`config.mk`:
```
export PLATFORM = sky130hd
export DESIGN_NAME = id_pipe
export DESIGN_NICKNAME = d
export VERILOG_FILES = /design/src/rtl/y86_pkg.sv /design/src/rtl/id_fields.sv /design/src/rtl/id_pipe.sv
export SDC_FILE = /design/constraint.sdc
export NUM_CORES = 1
export LEC_CHECK = 0
export CAP_MARGIN = 30
export CORE_AREA = 2 2 157 159
export CTS_BUF_LIST = sky130_fd_sc_hd__clkbuf_8
export CTS_CLUSTER_SIZE = 25
export DETAILED_ROUTE_END_ITERATION = 8
export DIE_AREA = 0 0 159 161
export DONT_BUFFER_PORTS = 1
export SETUP_SLACK_MARGIN = 0.05
export SYNTH_ARGS = -nofsm -noshare
export SYNTH_HDL_FRONTEND = slang
export SYNTH_SLANG_ARGS = --single-unit
```
`constraint.sdc`:
```
create_clock -name clk -period 3.6 [get_ports clk]
set_input_delay 0.72 -clock clk [delete_from_list [all_inputs] [get_ports clk]]
set_output_delay 0.72 -clock clk [all_outputs]
set_load 0.01 [all_outputs]
```
`src/rtl/y86_pkg.sv`:
```
// Y86 instruction encodings, register IDs and length rule shared by the
// fetch, decode and execute stages.
package y86_pkg;

    localparam logic [3:0] I_HALT   = 4'h0;
    localparam logic [3:0] I_NOP    = 4'h1;
    localparam logic [3:0] I_RRMOVL = 4'h2;
    localparam logic [3:0] I_IRMOVL = 4'h3;
    localparam logic [3:0] I_RMMOVL = 4'h4;
    localparam logic [3:0] I_MRMOVL = 4'h5;
    localparam logic [3:0] I_OPL    = 4'h6;
    localparam logic [3:0] I_JXX    = 4'h7;
    localparam logic [3:0] I_CALL   = 4'h8;
    localparam logic [3:0] I_RET    = 4'h9;
    localparam logic [3:0] I_PUSHL  = 4'hA;
    localparam logic [3:0] I_POPL   = 4'hB;

    localparam logic [3:0] RNONE = 4'hF;
    localparam logic [3:0] RESP  = 4'h4;

    // Decoded opcode and register-ID fields carried through the D->E register.
    typedef struct packed {
        logic [3:0] icode;
        logic [3:0] ifun;
        logic [3:0] ra;
        logic [3:0] rb;
        logic [3:0] src_a;
        logic [3:0] src_b;
        logic [3:0] dst_e;
        logic [3:0] dst_m;
    } id_regs_t;

    localparam id_regs_t BUBBLE_REGS = '{
        icode: I_NOP, ifun: 4'h0, ra: RNONE, rb: RNONE,
        src_a: RNONE, src_b: RNONE, dst_e: RNONE, dst_m: RNONE
    };

    // Encoded length in bytes; unknown opcodes advance by one byte.
    function automatic int inst_len(input logic [3:0] icode, input int word_w);
        case (icode)
            I_HALT, I_NOP, I_RET:                 return 1;
            I_RRMOVL, I_OPL, I_PUSHL, I_POPL:     return 2;
            I_IRMOVL, I_RMMOVL, I_MRMOVL:         return 2 + word_w / 8;
            I_JXX, I_CALL:                        return 1 + word_w / 8;
            default:                              return 1;
        endcase
    endfunction

endpackage

```
`src/rtl/id_fields.sv`:
```
// Combinational Y86 field split: opcode/register fields, valC, valP,
// register-file source and destination selection, invalid-opcode flag.
module id_fields
    import y86_pkg::*;
#(
    parameter int WORD_W = 32,
    parameter int PC_W   = 16,
    localparam int INST_W = 8 * (2 + WORD_W / 8)
) (
    input  logic [PC_W-1:0]   pc,
    input  logic [INST_W-1:0] inst,
    output id_regs_t          regs,
    output logic [WORD_W-1:0] val_c,
    output logic [PC_W-1:0]   val_p,
    output logic              instr_err
);

    localparam int NB = WORD_W / 8;

    logic [3:0]        icode;
    logic [3:0]        ifun;
    logic [3:0]        ra;
    logic [3:0]        rb;
    logic [WORD_W-1:0] imm_from_b1;
    logic [WORD_W-1:0] imm_from_b2;

    assign icode = inst[INST_W-1 -: 4];
    assign ifun  = inst[INST_W-5 -: 4];
    assign ra    = inst[INST_W-9 -: 4];
    assign rb    = inst[INST_W-13 -: 4];

    // Little-endian immediates: the lowest-addressed byte is the LSB.
    generate
        for (genvar gi = 0; gi < NB; gi++) begin : g_imm
            assign imm_from_b1[8*gi +: 8] = inst[INST_W-1-8*(1+gi) -: 8];
            assign imm_from_b2[8*gi +: 8] = inst[INST_W-1-8*(2+gi) -: 8];
        end
    endgenerate

    always_comb begin
        regs       = BUBBLE_REGS;
        regs.icode = icode;
        regs.ifun  = ifun;
        val_c      = '0;
        instr_err  = 1'b0;
        case (icode)
            I_HALT, I_NOP: begin
            end
            I_RRMOVL: begin
                regs.ra    = ra;
                regs.rb    = rb;
                regs.src_a = ra;
                regs.dst_e = rb;
            end
            I_IRMOVL: begin
                regs.rb    = rb;
                regs.dst_e = rb;
                val_c      = imm_from_b2;
            end
            I_RMMOVL: begin
                regs.ra    = ra;
                regs.rb    = rb;
                regs.src_a = ra;
                regs.src_b = rb;
                val_c      = imm_from_b2;
            end
            I_MRMOVL: begin
                regs.ra    = ra;
                regs.rb    = rb;
                regs.src_b = rb;
                regs.dst_m = ra;
                val_c      = imm_from_b2;
            end
            I_OPL: begin
                regs.ra    = ra;
                regs.rb    = rb;
                regs.src_a = ra;
                regs.src_b = rb;
                regs.dst_e = rb;
            end
            I_JXX: begin
                val_c = imm_from_b1;
            end
            I_CALL: begin
                regs.src_b = RESP;
                regs.dst_e = RESP;
                val_c      = imm_from_b1;
            end
            I_RET: begin
                regs.src_a = RESP;
                regs.src_b = RESP;
                regs.dst_e = RESP;
            end
            I_PUSHL: begin
                regs.ra    = ra;
                regs.src_a = ra;
                regs.src_b = RESP;
                regs.dst_e = RESP;
            end
            I_POPL: begin
                regs.ra    = ra;
                regs.src_a = RESP;
                regs.src_b = RESP;
                regs.dst_e = RESP;
                regs.dst_m = ra;
            end
            default: begin
                instr_err = 1'b1;
            end
        endcase
    end

    assign val_p = pc + PC_W'(inst_len(icode, WORD_W));

endmodule

```
`src/rtl/id_pipe.sv`:
```
// Y86 decode stage: field split, operand forwarding, load-use stall and the
// D->E pipeline register. Define ID_FWD_EN for value forwarding; otherwise any
// pending write to a source stalls (scoreboard mode).
module id_pipe
    import y86_pkg::*;
#(
    parameter int WORD_W = 32,
    parameter int PC_W   = 16,
    parameter int NFWD   = 3,
    localparam int INST_W = 8 * (2 + WORD_W / 8)
) (
    input  logic                   clk,
    input  logic                   rst,
    input  logic                   in_valid,
    output logic                   in_ready,
    input  logic [PC_W-1:0]        pc_i,
    input  logic [INST_W-1:0]      inst_i,
    input  logic                   flush_i,
    output logic [3:0]             srcA_o,
    output logic [3:0]             srcB_o,
    input  logic [WORD_W-1:0]      rvalA_i,
    input  logic [WORD_W-1:0]      rvalB_i,
    input  logic [NFWD-1:0]        fwd_valid_i,
    input  logic [4*NFWD-1:0]      fwd_dst_i,
    input  logic [WORD_W*NFWD-1:0] fwd_val_i,
    input  logic [NFWD-1:0]        fwd_load_i,
    output logic                   out_valid,
    input  logic                   out_ready,
    output logic [3:0]             icode_o,
    output logic [3:0]             ifun_o,
    output logic [3:0]             rA_o,
    output logic [3:0]             rB_o,
    output logic [3:0]             dstE_o,
    output logic [3:0]             dstM_o,
    output logic [3:0]             srcAq_o,
    output logic [3:0]             srcBq_o,
    output logic [WORD_W-1:0]      valA_o,
    output logic [WORD_W-1:0]      valB_o,
    output logic [WORD_W-1:0]      valC_o,
    output logic [PC_W-1:0]        valP_o,
    output logic                   instr_err_o
);

    id_regs_t          dec;
    logic [WORD_W-1:0] dec_val_c;
    logic [PC_W-1:0]   dec_val_p;
    logic              dec_err;

    id_fields #(.WORD_W(WORD_W), .PC_W(PC_W)) u_fields (
        .pc        (pc_i),
        .inst      (inst_i),
        .regs      (dec),
        .val_c     (dec_val_c),
        .val_p     (dec_val_p),
        .instr_err (dec_err)
    );

    assign srcA_o = dec.src_a;
    assign srcB_o = dec.src_b;

    logic [NFWD-1:0] match_a;
    logic [NFWD-1:0] match_b;

    generate
        for (genvar gi = 0; gi < NFWD; gi++) begin : g_match
            assign match_a[gi] = fwd_valid_i[gi] && (fwd_dst_i[4*gi +: 4] == dec.src_a)
                                 && (dec.src_a != RNONE);
            assign match_b[gi] = fwd_valid_i[gi] && (fwd_dst_i[4*gi +: 4] == dec.src_b)
                                 && (dec.src_b != RNONE);
        end
    endgenerate

    logic [WORD_W-1:0] op_a;
    logic [WORD_W-1:0] op_b;
    logic              hazard;

`ifdef ID_FWD_EN
    logic load_a;
    logic load_b;

    // Walk from oldest to youngest so the lowest-index match is the last write.
    always_comb begin
        op_a   = rvalA_i;
        op_b   = rvalB_i;
        load_a = 1'b0;
        load_b = 1'b0;
        for (int i = NFWD - 1; i >= 0; i--) begin
            if (match_a[i]) begin
                op_a   = fwd_val_i[WORD_W*i +: WORD_W];
                load_a = fwd_load_i[i];
            end
            if (match_b[i]) begin
                op_b   = fwd_val_i[WORD_W*i +: WORD_W];
                load_b = fwd_load_i[i];
            end
        end
    end

    assign hazard = load_a || load_b;
`else
    logic unused_fwd;

    assign unused_fwd = ^{fwd_val_i, fwd_load_i};
    assign op_a       = rvalA_i;
    assign op_b       = rvalB_i;
    assign hazard     = (|match_a) || (|match_b);
`endif

    logic              out_valid_reg;
    id_regs_t          regs_reg;
    logic [WORD_W-1:0] val_a_reg;
    logic [WORD_W-1:0] val_b_reg;
    logic [WORD_W-1:0] val_c_reg;
    logic [PC_W-1:0]   val_p_reg;
    logic              err_reg;

    logic              out_valid_next;
    id_regs_t          regs_next;
    logic [WORD_W-1:0] val_a_next;
    logic [WORD_W-1:0] val_b_next;
    logic [WORD_W-1:0] val_c_next;
    logic [PC_W-1:0]   val_p_next;
    logic              err_next;
    logic              upd;

    assign upd      = !out_valid_reg || out_ready;
    assign in_ready = upd && !hazard && !flush_i;

    // Anything other than an accepted instruction loads a bubble.
    always_comb begin
        out_valid_next = 1'b0;
        regs_next      = BUBBLE_REGS;
        val_a_next     = '0;
        val_b_next     = '0;
        val_c_next     = '0;
        val_p_next     = '0;
        err_next       = 1'b0;
        if (in_valid && in_ready) begin
            out_valid_next = 1'b1;
            regs_next      = dec;
            val_a_next     = op_a;
            val_b_next     = op_b;
            val_c_next     = dec_val_c;
            val_p_next     = dec_val_p;
            err_next       = dec_err;
        end
    end

    always_ff @(posedge clk) begin
        if (!rst) begin
            out_valid_reg <= 1'b0;
            regs_reg      <= BUBBLE_REGS;
            val_a_reg     <= '0;
            val_b_reg     <= '0;
            val_c_reg     <= '0;
            val_p_reg     <= '0;
            err_reg       <= 1'b0;
        end else if (flush_i || upd) begin
            out_valid_reg <= out_valid_next;
            regs_reg      <= regs_next;
            val_a_reg     <= val_a_next;
            val_b_reg     <= val_b_next;
            val_c_reg     <= val_c_next;
            val_p_reg     <= val_p_next;
            err_reg       <= err_next;
        end
    end

    assign out_valid   = out_valid_reg;
    assign icode_o     = regs_reg.icode;
    assign ifun_o      = regs_reg.ifun;
    assign rA_o        = regs_reg.ra;
    assign rB_o        = regs_reg.rb;
    assign dstE_o      = regs_reg.dst_e;
    assign dstM_o      = regs_reg.dst_m;
    assign srcAq_o     = regs_reg.src_a;
    assign srcBq_o     = regs_reg.src_b;
    assign valA_o      = val_a_reg;
    assign valB_o      = val_b_reg;
    assign valC_o      = val_c_reg;
    assign valP_o      = val_p_reg;
    assign instr_err_o = err_reg;

endmodule

```
==> reports/results.ini <==
[status]
outcome=finished clean

[clocking]
clkSinkCount=146
cts_setup_buffers=0
tritoncts=done
cts_buffers=17
clk_latency_ns=0.44
ctsHoldBuffers=0
clk_path_buf_depth=2
h-tree-depth=4
cts_resized=0
root_buffer=clkbuf_8
clk_pin_slew_ns=0.09

[worst_setup_path]
end_kind=output port
worstPathRequired_ns=2.88
critical-path-slowest-cell=or4_4
ff2ff_setup_slack_ns=1.66
path_delay_family=simple AND/OR/NAND/NOR gates
path_cells=and2_1 > or3_4 > nor2_2 > inv_2 > xor2_1 > or4_4 > a31oi_4 > nor4b_1 > buf_4
cp.arrival_ns=2.67
critical_path_class=input port to output port
max_stage_delay_ns=0.49
path_depth=9
setup.worst_path.end=in_ready
start_kind=input port
critPathMaxFanout=14
ff2ff_path_depth=5
critPathBufInv=2
worstReg2RegEnd=valA_o[8]
r2r-start=out_valid
critPathLaunch=inst_i[46]

[power]
power.leakage_uw=0.00249
power_switching_uw=913
p_sw_share_pct=28.7
power_density_nw_per_um2=475
p_clk_share_pct=38.2
p_int_uw=2270
vdd_drop_max_uv=172
pwr-share-seq_pct=53.8
combPwrFrac_pct=8.1

[timing]
finalSetupViolCount=0
fin_crit_sh_pct=94.2
rsz0062_at_grt=false
fin_crit_ns=3.39
slew_headroom_pct=41.9
fmax_mhz=295
tightest_slew_ns=0.869
hold_viol_final=0
fin_skew_ns=0.0107
report.final.slew_viol_count=0
tns_ns=0

[global_route]
antenna_found_initial=1
overflow=0
grt_use_total_pct=15.1
grt_max_degree=78
grt_pass1_vias=4705
grt_pass1_wl_mm=29.8

[logic_synthesis]
yosys.area_share.simple_pct=10.9
synthXorXnorAreaFrac_pct=2.19
syn_inst=592
synth_cell_type_count=59
synth_top_family_by_area=compound AO/OA/AOI/OAI gates
synth-edff-count=0
synth_top_cell_area_share_pct=48.7
synth-warning-count=0
synth_compound_area_share_pct=31.7
synth_fa_ha_area_share_pct=0.958
synth_top_area_cell=dfxtp_1
syn-cell-area_sq_um=6010
synth_fp_nets=843
muxShareOfSynthArea_pct=0
async_flop_share_pct=0
ys_seq_area_share_pct=48.7
synthFlopType=dfxtp_1
synth.area.top_cells=dfxtp_1 49%, a22o_1 22%, nor2_1 2.5%
postSynthAreaPerCell_sq_um=10.1
ys_ff_latch=146

[placement]
hpwl_mm=14.4
gp_congestion=0.821
portBuffers=0

[hold_path]
hp-class=input port to flop
worstHoldStart=inst_i[40]

[routing]
wl_met3_mm=2.31
drc=0
dr_wl_met2_mm=9.41
vias=4727
ant_nets=0
dr.pass1.iters=4
vias_per_cell=5.15
drtIter0Drc=270
drt-met1-wl_mm=7.90
topRoutingLayerUsed=met5
drt_wl_total_mm=19.9
wl_per_cell_microns=21.6

[floorplanning]
start_util_pct=25.1
dieArea_sq_um=25600
coreArea_sq_um=24000
rows=57
dieWidth_microns=159
io_pins=402
fp.dieH_microns=161

[final_layout]
final_cell_mix=151 x a22o_1, 146 x dfxtp_1, 40 x nor2_1
nets=832
fin_util_pct=27.9
diodes=0
final_common_cell=a22o_1
area_growth_pct=11.5
drive_gt1_share_pct=10.6

[job]
maxCapViolCount=0

## metrics by stage
stage,power (uW),setup slack [ns],area (sq um),hold slack [ns],cells
finish,3180,0.209,6700,0.397,918
global route,3350,0.130,6700,0.347,918
CTS,3260,0.204,6700,0.346,918
detailed placement,2000,0.204,6340,0.521,886
global placement,2000,0.194,6340,0.519,886
floorplan,1950,0.445,6010,0.488,592
## cells in the mapped netlist (2+ instances only)
cell type  number
a22o_1        151
dfxtp_1       146
nor2_1         40
clkbuf_1       35
a21oi_1        27
nand2_1        23
inv_1          22
xnor2_1        11
nand2b_1       10
buf_6           8
o21ai_0         8
nor3_1          7
nor2b_1         6
o22ai_1         6
a2111oi_0       5
and3_1          5
buf_2           5
and2_1          4
nand3_1         4
nand3b_1        4
nor4_1          4
o31ai_1         4
xor2_1          4
ha_1            3
nand4b_1        3
o221ai_1        3
o32a_1          3
a21boi_0        2
a21o_1          2
a222oi_1        2
nand4_1         2
nor2_2          2
o41ai_2         2
or2_1           2
or3_1           2
or4_1           2
## worst min-delay path by stage
stage | to | slack, ns | cells past startpoint
after floorplan | instr_err_o | 0.49 | 2
after global routing | ifun_o[0] | 0.35 | 1
after CTS | icode_o[3] | 0.35 | 1
after global placement | rA_o[3] | 0.52 | 2
after detailed placement | rA_o[1] | 0.52 | 2
final | ifun_o[0] | 0.40 | 1
## layout make-up
cell class | instances | area, sq um
flip-flops and latches | 146 | 2920
clock buffers | 17 | 234
repair buffers | 18 | 160
fillers | 2518 | 17300
clock inverters | 15 | 124
multi-input cells | 375 | 2760
inverters | 23 | 86.3
well taps | 324 | 405
## power groups by stage
| stage | registers (uW) | clock network, uW | logic [uW] |
|---|---|---|---|
| floorplan | 1740 | 0 | 214 |
| global placement | 1750 | 0 | 254 |
| detailed placement | 1750 | 0 | 256 |
| CTS | 1710 | 1290 | 257 |
| global route | 1720 | 1350 | 286 |
| finish | 1710 | 1220 | 256 |
## worst reg2reg max path, cell delays in order (launching register included)
cell	delay, ns
dfxtp_1	0.45
nand2b_1	0.18
nor2_1	0.19
and2_4	0.48
buf_12	0.35
a22o_1	0.24
## kinds of logic (layout without fill, tap and decap cells)
logic type / count (synthesis) / in the layout
DFF: 146 / 146
and+or+nand+nor: 125 / 125
adders and majority gates: 4 / 4
buffers and inverters: 71 / 73
xor gates and xnor gates: 15 / 15
AOI/OAI and AO/OA: 231 / 231
## per-layer routing
metal,vias to the layer above,GRT usage (%)
li1,2219,-
met1,2257,17.6
met2,236,24.6
met3,13,7.86
met4,2,4.01
met5,-,0
Power figures use the tool's default switching activity.
